[config.mk]
export PLATFORM = sky130hd
export DESIGN_NAME = dsp_result_drain
export DESIGN_NICKNAME = d
export VERILOG_FILES = /design/src/rtl/dsp_result_drain.sv
export SDC_FILE = /design/constraint.sdc
export NUM_CORES = 1
export LEC_CHECK = 0
export ABC_CLOCK_PERIOD_IN_PS = 9320
export CORE_UTILIZATION = 30
export DETAILED_ROUTE_END_ITERATION = 6
export PLACE_DENSITY_LB_ADDON = 0.1
export SLEW_MARGIN = 10
export SYNTH_ARGS = -nofsm -noshare
export SYNTH_HDL_FRONTEND = slang
export SYNTH_SLANG_ARGS = --single-unit
[constraint.sdc]
create_clock -name clk -period 9.32 [get_ports clk]
set_input_delay 0.932 -clock clk [delete_from_list [all_inputs] [get_ports clk]]
set_output_delay 0.932 -clock clk [all_outputs]
set_load 0.005 [all_outputs]
[src/rtl/dsp_result_drain.sv]
// Output drain for the DSP48A1 P/CARRYOUTF pipeline: a credit-gated result FIFO with valid/ready egress.
// Optional sticky protocol error output enabled by defining DSP_DRAIN_ERR_EN.
module dsp_result_drain #(
  parameter int WIDTH = 48,
  parameter int DEPTH = 4
) (
  input  logic             clk,
  input  logic             rst,
  input  logic             issue,
  output logic             issue_ready,
  input  logic             p_valid,
  input  logic [WIDTH-1:0] p_in,
  input  logic             carry_in,
  output logic             m_valid,
  input  logic             m_ready,
  output logic [WIDTH-1:0] m_data,
  output logic             m_carry
`ifdef DSP_DRAIN_ERR_EN
  ,
  output logic             err
`endif
);

  localparam int AW = (DEPTH > 1) ? $clog2(DEPTH) : 1;
  localparam int CW = $clog2(DEPTH + 1);

  logic [CW-1:0]  r_inflight;
  logic [CW-1:0]  r_occ;
  logic [AW-1:0]  r_rd_ptr;
  logic [AW-1:0]  r_wr_ptr;
  logic [WIDTH:0] r_mem [DEPTH];
  logic [WIDTH:0] r_hold;

  logic           w_full;
  logic           w_pop;
  logic           w_push;
  logic           w_issue_acc;
  logic [CW:0]    w_credit_sum;

  assign w_full       = (r_occ == CW'(DEPTH));
  assign m_valid      = (r_occ != '0);
  assign w_pop        = m_valid && m_ready;
  // A full FIFO still takes a push when the head leaves in the same cycle.
  assign w_push       = p_valid && (!w_full || w_pop);
  assign w_credit_sum = {1'b0, r_inflight} + {1'b0, r_occ};
  assign issue_ready  = rst && (w_credit_sum < (CW+1)'(DEPTH));
  assign w_issue_acc  = issue && issue_ready;

  // r_hold tracks the head so the outputs keep the last head once the FIFO empties.
  assign {m_carry, m_data} = m_valid ? r_mem[r_rd_ptr] : r_hold;

  always_ff @(posedge clk) begin
    if (w_push) begin
      r_mem[r_wr_ptr] <= {carry_in, p_in};
    end
  end

  always_ff @(posedge clk or negedge rst) begin
    if (!rst) begin
      r_rd_ptr <= '0;
      r_wr_ptr <= '0;
      r_hold   <= '0;
    end else begin
      if (w_push) begin
        r_wr_ptr <= r_wr_ptr + AW'(1);
      end
      if (w_pop) begin
        r_rd_ptr <= r_rd_ptr + AW'(1);
      end
      if (m_valid) begin
        r_hold <= r_mem[r_rd_ptr];
      end
    end
  end

  always_ff @(posedge clk or negedge rst) begin
    if (!rst) begin
      r_occ <= '0;
    end else begin
      case ({w_push, w_pop})
        2'b10:   r_occ <= r_occ + CW'(1);
        2'b01:   r_occ <= r_occ - CW'(1);
        default: r_occ <= r_occ;
      endcase
    end
  end

  // A result with nothing in flight is still buffered, but never drives the count below zero.
  always_ff @(posedge clk or negedge rst) begin
    if (!rst) begin
      r_inflight <= '0;
    end else if (w_issue_acc && !p_valid) begin
      r_inflight <= r_inflight + CW'(1);
    end else if (!w_issue_acc && p_valid && (r_inflight != '0)) begin
      r_inflight <= r_inflight - CW'(1);
    end
  end

`ifdef DSP_DRAIN_ERR_EN
  logic r_err;
  logic w_err_set;

  assign w_err_set = (issue && !issue_ready)
                   || (p_valid && (r_inflight == '0))
                   || (p_valid && w_full && !w_pop);

  always_ff @(posedge clk or negedge rst) begin
    if (!rst) begin
      r_err <= 1'b0;
    end else if (w_err_set) begin
      r_err <= 1'b1;
    end
  end

  assign err = r_err;
`endif

endmodule

# Word-level counts from Yosys, hierarchy flattened
# Memory sizes are Yosys's and may differ from the RTL's.
# Index checks and enable logic that the tools add are counted.
# totals
regBits	59
mem_bits_rw	196
out_inout_bits	51
n_memories	1
# classes
addsub	7
n_lt_le_gt_ge	1
n_eq_ne	3
n_mux	6
reduce_logical	15
# memory_table
memory	words	width	rd	rd_ports_with_merged_regs	wr	line	text
r_mem	4	49	1	0	1	31	logic [WIDTH:0] r_mem [DEPTH];
# ops
op	n
49-bit two-way mux	1
1-bit logical AND	7
3-bit by 1-bit adder with 3-bit output (second input constant)	2
3-bit two-way mux	2
3-bit one-hot mux with 2 select lines	1
3-bit nonzero test	2
3-bit by 1-bit subtractor with 3-bit output (second input constant)	2
2-bit by 1-bit adder with 2-bit output (second input constant)	2
3-bit by 3-bit adder with 4-bit output	1
4-bit by 3-bit less-than comparator with 1-bit output (second input constant)	1
2-bit nonzero test	2
3-bit equality test (second input constant)	1
1-bit logical NOT	3
2-bit by 1-bit equality test with 1-bit output (second input constant)	1
2-bit equality test (second input constant)	1
1-bit two-way mux	2
1-bit logical OR	1

# Logic depth before layout (Yosys ltp)
# Gate-level depths: netlist of the first run.
# depth
ltp_word	9
ltp_mapped	10

# Least setup slack after synthesis of the first run
# OpenSTA, ideal clock, no wires.
# synth_path
path_type	input-to-reg
start	input port p_valid
end	memory r_mem[0][0] in the netlist's numbering, enable pin
setup_ns	0.412
t_arrival_ns	2.713
t_required_ns	8.908
path_slack_ns	6.195
path_stages	3
path_buffers	1
path_cell_list	buf_1 -> o31a_1 -> and2_1
# synth_via
elab_chain_cells	3
# synth_rtl
element	line	text
from (decl)	11	input logic p_valid,
1-bit logical AND	44	assign w_push = p_valid && (!w_full || w_pop);
1-bit two-way mux	53	if (w_push) begin
1-bit two-way mux (not written as such)	54	r_mem[r_wr_ptr] <= {carry_in, p_in};
to (decl)	31	
# Every way passes these cells.

# Final worst setup path of the first run
# layout_path
start	register r_rd_ptr[0]
end	output port m_data[8]
# layout_via
elab_chain_cells	2
# layout_rtl
element	line	text
from (decl)	29	logic [AW-1:0] r_rd_ptr;
from (signal assigned)	68	r_rd_ptr <= r_rd_ptr + AW'(1);
memory read 4 x 49 bit	n/a	
49-bit two-way mux	n/a	
to (decl)	16	output logic [WIDTH-1:0] m_data,
# Every way passes these cells.

==> flow_metrics.py, run 1 <==
metrics = {
    "status": {
        "outcome": "complete, no violations",
    },
    "layout": {
        "final_nets": 624,
        "final_common_cell": "edfxtp_1",
        "fin_cells": 985,
        "area_delta_synth_final_pct": 24.95,
        "antennaDiodeCount": 0,
        "drive_gt1_share_pct": 26.76,
        "most-common-layout-cells": "edfxtp_1, clkdlybuf4s50_1, dfrtp_1",
    },
    "synthesis": {
        "ys.flop_type": "edfxtp_1",
        "syn_avg_cell_area_sq_um": 21.88,
        "synthArstFlopShare_pct": 23.14,
        "synth_seq_cells": 255,
        "synth_edf_count": 196,
        "synth_warnings": 0,
        "synth_nets": 502,
        "synth.top_cell.area_share_pct": 61.12,
        "synth.distinct_cells": 34,
        "syn_area_sq_um": 9629,
        "post-synth-top-area-cell": "edfxtp_1",
        "synth_area_leaders": "edfxtp_1, dfrtp_1, mux4_2, mux2_2, ha_1",
        "synth_seq_area_share_pct": 76.46,
        "synthCells": 440,
    },
    "min_path": {
        "hold_class": "in2async",
    },
    "sta": {
        "timing.final.hold_violations": 0,
        "holdWs_ns": 0.3496,
        "relSlewSlack_pct": 44.72,
        "setup_ws_ns": 5.079,
        "fin_crit_sh_pct": 45.51,
        "finalSetupViolations": 0,
        "fmax_mhz": 235.8,
        "tightest_slew_ns": 0.8291,
        "rsz0062_at_grt": "no",
        "drv_slew": 0,
        "fin_skew_ns": 0.007325,
        "setup_tns_ns": 0,
        "fin_crit_ns": 4.241,
    },
    "place": {
        "place_inst": 933,
        "place_hpwl_mm": 11.62,
        "place.port_buffers": 104,
        "globalplace.congestion": 0.6781,
        "pre_cts_ws_ns": 5.498,
    },
    "floorplan": {
        "fp.coreArea_sq_um": 31560,
        "start_util_pct": 30.52,
        "die_width_um": 181.2,
        "dieArea_sq_um": 32820,
        "io_pins": 105,
        "rows": 65,
        "die_y_um": 181.2,
    },
    "clock_tree": {
        "clk_pin_slew_worst_paths_ns": 0.06,
        "clk_latency_ns": 0.53,
        "clk_path_buf_depth": 3,
        "root_buffer": "clkbuf_16",
        "cts_resized": 0,
        "htreeDepth": 1,
        "hold_buffers": 0,
        "tritoncts": "yes",
        "clkSinkCount": 255,
        "cts_setup_buffers": 0,
        "cts_inserted_buffers": 29,
    },
    "global_routing": {
        "grt_pass1_wl_mm": 32.06,
        "overflow": 0,
        "antenna_found_initial": 0,
        "grt_pass1_vias": 5224,
        "grt_max_degree": 51,
        "grtUsageTotal_pct": 13.02,
    },
    "detailed_routing": {
        "drtIter0Drc": 169,
        "vias": 4557,
        "ant_nets": 0,
        "drc_errors": 0,
        "wl_per_cell_um": 20.93,
        "routed_wl_mm": 20.61,
        "via_per_inst": 4.626,
        "first_pass_iters": 4,
    },
    "setup_path": {
        "critPathArrivalTime_ns": 3.31,
        "end_kind": "primary output",
        "crit_path_start_kind": "flip-flop",
        "crit_type": "reg2out",
        "cp_data_required_time_ns": 8.39,
        "crit_path_max_fanout": 29,
    },
    "power": {
        "p_leak_uw": 0.004143,
        "power_density_nw_per_um2": 341.8,
        "irDropWorstVdd_uv": 165.0,
    },
    "flow_run": {
        "cap_violations": 0,
    },
}
==> synth_stat cells (3+ instances only) <==
cell,number
xnor2_1,3
nor2_1,4
ha_1,6
o21ai_0,3
edfxtp_1,196
clkbuf_1,9
buf_1,6
and2_1,5
inv_1,7
nand2b_1,3
nand2_1,4
mux4_2,49
mux2_2,50
mux2i_1,7
xor2_1,3
buf_2,5
dfrtp_1,59
==> flip-flops by register name (all words and copies together), names as in the netlist <==
| register | count |
|---|---|
| r_inflight | 3 |
| r_hold | 49 |
| r_wr_ptr | 2 |
| r_occ | 3 |
| r_mem | 196 |
| r_rd_ptr | 2 |
==> per-stage QoR <==
step / total power, uW / util, % / cell area (sq um)
2_1_floorplan: 2444 / - / 9629
3_3_place_gp: 3105 / 35.34 / 11150
3_5_place_dp: 3128 / 35.34 / 11150
4_1_cts: 4214 / 38.13 / 12030
5_1_grt: 4366 / 38.13 / 12030
6_report: 4112 / 38.13 / 12030
==> layout make-up <==
cell class | instances | area [sq um]
sequential | 255 | 7367
clock buffer | 40 | 777.0
tap | 402 | 503.0
clock inverter | 12 | 103.9
inverter | 7 | 26.28
fill | 2911 | 19520
multi-input combinational | 157 | 2156
timing repair buffer | 112 | 1099
==> where the power goes <==
| part | internal, uW | switching [uW] | total (uW) |
|---|---|---|---|
| Sequential | 1550 | 113 | 1670 |
| Clock | 632 | 422 | 1050 |
| Combinational | 791 | 600 | 1390 |
==> worst max-delay path, stage by stage (launching register included) <==
cell,delay [ns]
dfrtp_4,0.76
buf_4,0.64
mux4_2,0.58
mux2_2,0.32
clkdlybuf4s50_1,0.46
==> routing by layer <==
metal,vias to the layer above,global-route usage (%),part of all wire [%]
li1,2014,-,-
met1,2406,16.32,44
met2,106,22.55,50
met3,31,2.842,4.2
met4,0,3.695,2.0
met5,-,0,0
==> logic make-up (layout without fill, tap and decap cells) <==
family,Yosys count,in the layout,share of synthesized area (%)
AO/OA/AOI/OAI,14,14,1.092
XOR/XNOR,6,6,0.5458
adder cells (fa/ha/maj),8,8,1.195
buffers and inverters,28,171,1.234
flip-flops,255,255,76.46
multiplexers,107,107,18.19
AND/OR/NAND/NOR,22,22,1.286
==> final timing paths <==
| check | start | endpoint | slack, ns | depth (start not counted) |
|---|---|---|---|---|
| worst min-delay path | rst | r_hold[26] | 0.35 | 1 |
| worst max-delay path | r_rd_ptr[0] | m_data[8] | 5.08 | 4 |
| worst min register to register | r_hold[22] | r_hold[22] | 0.49 | 1 |
| worst max register to register | r_occ[0] | r_occ[2] | 6.11 | 9 |
| min in group clk | r_hold[22] | r_hold[22] | 0.49 | 1 |
| max in group asynchronous | rst | r_hold[33] | 8.06 | 2 |
Note: power is estimated with default switching activity, not from simulation.
==> inputs of run 2 (changes only) <==
--- a/config.mk
+++ b/config.mk
@@ -5,7 +5,7 @@
 export SDC_FILE = /design/constraint.sdc
 export NUM_CORES = 1
 export LEC_CHECK = 0
-export ABC_CLOCK_PERIOD_IN_PS = 9320
+export ABC_CLOCK_PERIOD_IN_PS = 3600
 export CORE_UTILIZATION = 30
 export DETAILED_ROUTE_END_ITERATION = 6
 export PLACE_DENSITY_LB_ADDON = 0.1
==> constraint.sdc (replaced) <==
create_clock -name clk -period 3.6 [get_ports clk]
set_input_delay 0.36 -clock clk [delete_from_list [all_inputs] [get_ports clk]]
set_output_delay 0.36 -clock clk [all_outputs]
set_load 0.005 [all_outputs]
==> flow_metrics.py, run 2 (synthesized netlist as in run 1, its figures left out) <==
metrics = {
    "status": {
        "outcome": "complete, no violations",
    },
    "setup_path": {
        "crit_type": "reg2out",
        "end_kind": "primary output",
        "rr_worst_depth": 8,
        "critPathArrivalTime_ns": 2.90,
        "cp_data_required_time_ns": 3.24,
        "crit_path_max_fanout": 22,
        "crit_path_start_kind": "flip-flop",
        "reg2reg_slack_ns": 0.45,
        "critPathLaunch": "r_occ[0]",
        "r2r_end": "r_inflight[1]",
        "worst_r2r_startpoint": "r_occ[2]",
        "endpoint": "m_data[27]",
    },
    "global_routing": {
        "grtUsageTotal_pct": 12.69,
        "grt_pass1_vias": 5036,
        "overflow": 0,
        "grt_max_degree": 38,
        "grtUsageMet2_pct": 22.62,
        "antenna_found_initial": 0,
        "met1_usage_pct": 15.41,
        "grt_use_met3_pct": 2.882,
        "top_usage_layer": "met2",
        "grt_pass1_wl_mm": 31.04,
    },
    "sta": {
        "rsz0062_at_grt": "no",
        "finalSetupViolations": 0,
        "fin_skew_ns": 0.01438,
        "fin_crit_ns": 3.256,
        "drv_slew": 0,
        "tightest_slew_ns": 0.7140,
        "setup_tns_ns": 0,
        "fmax_mhz": 307.1,
        "fin_crit_sh_pct": 90.45,
        "relSlewSlack_pct": 52.23,
        "timing.final.hold_violations": 0,
    },
    "power": {
        "irDropWorstVdd_uv": 430.7,
        "p_leak_uw": 0.004234,
        "p_comb_share_pct": 33.4,
        "power_switching_uw": 2957,
        "power_density_nw_per_um2": 891.2,
        "power_frac_clock_pct": 26.6,
        "p_seq_share_pct": 40.0,
        "switching_share_pct": 27.18,
        "power.internal_uw": 7923,
    },
    "detailed_routing": {
        "drtIter0Drc": 254,
        "vias": 4512,
        "wl_per_cell_um": 20.45,
        "drc_errors": 0,
        "first_pass_iters": 4,
        "via_per_inst": 4.539,
        "ant_nets": 0,
        "routed_wl_mm": 20.32,
    },
    "layout": {
        "drive_gt1_share_pct": 28.89,
        "largest_reg_flops": 196,
        "fin_util_pct": 38.69,
        "most-common-layout-cells": "edfxtp_1, clkdlybuf4s50_1, dfrtp_1",
        "largest_registers": "r_mem (196), r_hold (49)",
        "final_nets": 633,
        "regMostFlops": "r_mem",
        "antennaDiodeCount": 0,
        "final_common_cell": "edfxtp_1",
        "fin_cells": 994,
        "fillers": 2874,
        "area_delta_synth_final_pct": 26.79,
    },
    "clock_tree": {
        "clk_pin_slew_worst_paths_ns": 0.06,
        "cts_inserted_buffers": 28,
        "cts_resized": 0,
        "htreeDepth": 1,
        "root_buffer": "clkbuf_16",
        "clk_latency_ns": 0.54,
        "clk_path_buf_depth": 3,
        "cts_setup_buffers": 0,
        "clkSinkCount": 255,
        "tritoncts": "yes",
    },
    "place": {
        "place.port_buffers": 104,
        "place_inst": 942,
        "place_hpwl_mm": 11.88,
        "globalplace.congestion": 0.6587,
    },
    "floorplan": {
        "die_y_um": 181.2,
        "die_width_um": 181.2,
        "rows": 65,
        "dieArea_sq_um": 32820,
        "fp.coreArea_sq_um": 31560,
        "io_pins": 105,
        "start_util_pct": 30.52,
    },
    "min_path": {
        "hold_class": "in2async",
    },
    "flow_run": {
        "cap_violations": 0,
    },
}
==> run 2: worst min-delay path by stage <==
stage | end | start | depth (start not counted)
finish | r_hold[10] | rst | 3
global route | r_mem[3][9] | p_in[9] | 1
CTS | r_mem[3][7] | p_in[7] | 1
detailed placement | r_hold[11] | rst | 2
global placement | r_hold[21] | rst | 2
floorplan | r_hold[0] | rst | 0
==> run 2: routing by layer <==
layer  wire length, um  vias to the layer above
met5                 0                        -
met4               458                        0
met3               942                       33
met2             10370                       98
met1              8552                     2354
li1                  -                     2027
==> run 2: power groups by stage <==
stage | clock, uW | combinational, uW | sequential (uW)
after global routing | 3100 | 3960 | 4450
after detailed placement | 0 | 3740 | 4440
final | 2900 | 3630 | 4350
after global placement | 0 | 3700 | 4400
after CTS | 3000 | 3760 | 4380
after floorplan | 0 | 2100 | 4230
==> run 2: per-stage QoR <==
| stage | power (uW) | worst slack, ns | hold WS (ns) | cell area, sq um |
|---|---|---|---|---|
| 3_5_place_dp | 8178 | 0.4597 | 0.4805 | 11240 |
| 5_1_grt | 11510 | 0.1162 | 0.4408 | 12210 |
| 4_1_cts | 11140 | 0.2058 | 0.4171 | 12210 |
| 2_1_floorplan | 6326 | 0.6838 | 0.06441 | 9629 |
| 3_3_place_gp | 8100 | 0.5348 | 0.4792 | 11240 |
| 6_report | 10880 | 0.3439 | 0.4448 | 12210 |
==> run 2: repair_timing <==
| action | 4_1_cts | 5_1_grt |
|---|---|---|
| hold buffers | 1 | 0 |
| hold endpoints to repair | 22 | 0 |
| endpoints found under the setup margin | 0 | 0 |
==> run 2: area by class of cell <==
cell class	instances	area, sq um	share of cell area (%)
Clock inverter	8	128.9	1.056
Inverter	7	26.28	0.2152
Sequential cell	255	7367	60.34
Multi-Input combinational cell	157	2156	17.66
Timing Repair Buffer	122	1201	9.838
Tap cell	402	503.0	4.120
Clock buffer	43	827.0	6.774
==> run 2: critical path: stages (launching register included) <==
cell,delay (ns)
dfrtp_1,0.44
nor2_1,0.10
nand2_2,0.54
buf_4,0.39
mux2_2,0.39
clkdlybuf4s50_1,0.48
==> inputs of run 3 (changes only) <==
--- a/config.mk
+++ b/config.mk
@@ -6,10 +6,11 @@
 export NUM_CORES = 1
 export LEC_CHECK = 0
 export ABC_CLOCK_PERIOD_IN_PS = 3600
-export CORE_UTILIZATION = 30
+export CORE_UTILIZATION = 50
 export DETAILED_ROUTE_END_ITERATION = 6
 export PLACE_DENSITY_LB_ADDON = 0.1
 export SLEW_MARGIN = 10
 export SYNTH_ARGS = -nofsm -noshare
 export SYNTH_HDL_FRONTEND = slang
 export SYNTH_SLANG_ARGS = --single-unit
+export TNS_END_PERCENT = 30
==> flow_metrics.py, run 3 (synthesized netlist as in run 1, its figures left out) <==
metrics = {
    "detailed_routing": {
        "via_per_inst": 5.549,
        "ant_nets": 0,
        "dr_wl_met3_um": 998,
        "first_pass_iters": 6,
        "wl_per_cell_um": 21.40,
        "drc_errors": 0,
        "drt-met1-wl_mm": 7.528,
        "routed.top_layer": "met4",
        "met2_length_mm": 8.722,
        "routed_wl_mm": 17.53,
        "drtIter0Drc": 320,
        "vias": 4545,
    },
    "floorplan": {
        "fp.coreArea_sq_um": 18770,
        "dieArea_sq_um": 19820,
        "die_width_um": 140.8,
        "die_y_um": 140.8,
        "start_util_pct": 51.31,
        "io_pins": 105,
        "rows": 50,
    },
    "power": {
        "irDropWorstVdd_uv": 552.2,
        "p_leak_uw": 0.004186,
        "total_power_uw": 10590,
        "power_density_nw_per_um2": 887.8,
    },
    "layout": {
        "stdcell_area_sq_um": 11920,
        "fillers": 1308,
        "area_delta_synth_final_pct": 23.82,
        "largest_reg_flops": 196,
        "regMostFlops": "r_mem",
        "most-common-layout-cells": "edfxtp_1, clkdlybuf4s50_1, dfrtp_1",
        "final_common_cell": "edfxtp_1",
        "final_nets": 627,
        "largest_registers": "r_mem (196), r_hold (49)",
        "drive_gt1_share_pct": 27.69,
        "fin_util_pct": 63.53,
        "antennaDiodeCount": 0,
    },
    "sta": {
        "fmax_mhz": 308.7,
        "fin_skew_ns": 0.009232,
        "setup_ws_ns": 0.3610,
        "drv_slew": 0,
        "tightest_slew_ns": 0.6542,
        "fin_crit_sh_pct": 89.97,
        "fin_crit_ns": 3.239,
        "finalSetupViolations": 0,
        "rsz0062_at_grt": "no",
        "setup_tns_ns": 0,
        "timing.final.hold_violations": 0,
        "relSlewSlack_pct": 56.38,
    },
    "setup_path": {
        "crit_path_start_kind": "flip-flop",
        "worst_r2r_startpoint": "r_occ[2]",
        "critical-path-max-stage-delay_ns": 0.60,
        "reg2reg_slack_ns": 0.48,
        "cp_data_required_time_ns": 3.24,
        "end_kind": "primary output",
        "rr_worst_depth": 8,
        "critical_path.cell_chain": "nor2_1 -> nand2_2 -> buf_4 -> mux2_2 -> clkdlybuf4s50_1",
        "crit_type": "reg2out",
        "critPathArrivalTime_ns": 2.88,
        "r2r_end": "r_inflight[1]",
        "crit_path_max_fanout": 41,
        "critical-path-slowest-cell": "buf_4",
    },
    "place": {
        "pre_cts_ws_ns": 0.4843,
        "place_hpwl_mm": 10.33,
        "globalplace.congestion": 0.7175,
        "place.port_buffers": 104,
        "placed_cell_area_sq_um": 11050,
    },
    "clock_tree": {
        "tritoncts": "yes",
        "cts_setup_buffers": 0,
        "clk_pin_slew_worst_paths_ns": 0.06,
        "clk_path_buf_depth": 3,
        "clk_latency_ns": 0.51,
        "htreeDepth": 1,
        "clkSinkCount": 255,
        "root_buffer": "clkbuf_16",
        "cts_inserted_buffers": 27,
    },
    "flow_run": {
        "cap_violations": 0,
    },
    "status": {
        "outcome": "complete, no violations",
    },
    "global_routing": {
        "grt_pass1_wl_mm": 27.79,
        "grtUsageTotal_pct": 18.73,
        "overflow": 0,
        "grt_max_degree": 42,
        "grt_pass1_vias": 5001,
        "antenna_found_initial": 0,
    },
    "min_path": {
        "hold_class": "in2async",
    },
}
-- run 3: cell count changes in the layout (fill, tap and decap cells not counted), sizes merged --
cell      change
buf           -5
clkinv        +4
bufinv        -1
clkinvlp      -1
clkbuf        -4
-- run 3: repair_timing --
action                                 4_1_cts  5_1_grt
hold buffers                                 1        0
gates resized for setup                      0        0
endpoints found under the hold margin       24        0
-- run 3: through the flow --
| stage | hold slack, ns | instances |
|---|---|---|
| floorplan | 0.06441 | 440 |
| global placement | 0.4667 | 769 |
| detailed placement | 0.4800 | 769 |
| CTS | 0.4583 | 819 |
| global route | 0.4708 | 819 |
| finish | 0.4659 | 819 |
-- run 3: cell type report --
type                            count  area, sq um  area share [%]
Multi-Input combinational cell    157         2156           18.08
Clock inverter                     10        96.34          0.8081
Sequential cell                   255         7367           61.79
Timing Repair Buffer              117         1214           10.18
Inverter                            7        26.28          0.2204
Tap cell                          234        292.8           2.456
Clock buffer                       39        770.7           6.464
-- run 3: worst max-delay path by stage --
stage | startpoint | end | slack (ns)
after floorplan | r_inflight[2] | r_inflight[1] | 0.68
after global placement | r_inflight[2] | r_inflight[1] | 0.57
after detailed placement | r_occ[2] | r_inflight[1] | 0.48
after CTS | r_rd_ptr[0] | m_data[21] | 0.27
after global routing | r_occ[0] | m_data[36] | 0.16
final | r_occ[0] | m_data[29] | 0.36
-- run 3: where the power goes --
group	internal, uW	leakage, uW	switching [uW]
Sequential	4020	0.00248	347
Clock	1620	0.000429	1030
Combinational	2120	0.00127	1450
-- run 3: layer usage --
layer | vias up | GRT usage (%)
met2 | 121 | 31.76
met3 | 24 | 4.654
met4 | 0 | 4.348
li1 | 2022 | -
met1 | 2378 | 24.60
met5 | - | 0
-- run 3: critical path: cells and delay by family, from the launching register on --
kind | cells | cell delay (ns)
buffers and inverters | 2 | 1.10
flip-flops | 1 | 0.44
multiplexers | 1 | 0.42
AND/OR/NAND/NOR | 2 | 0.38
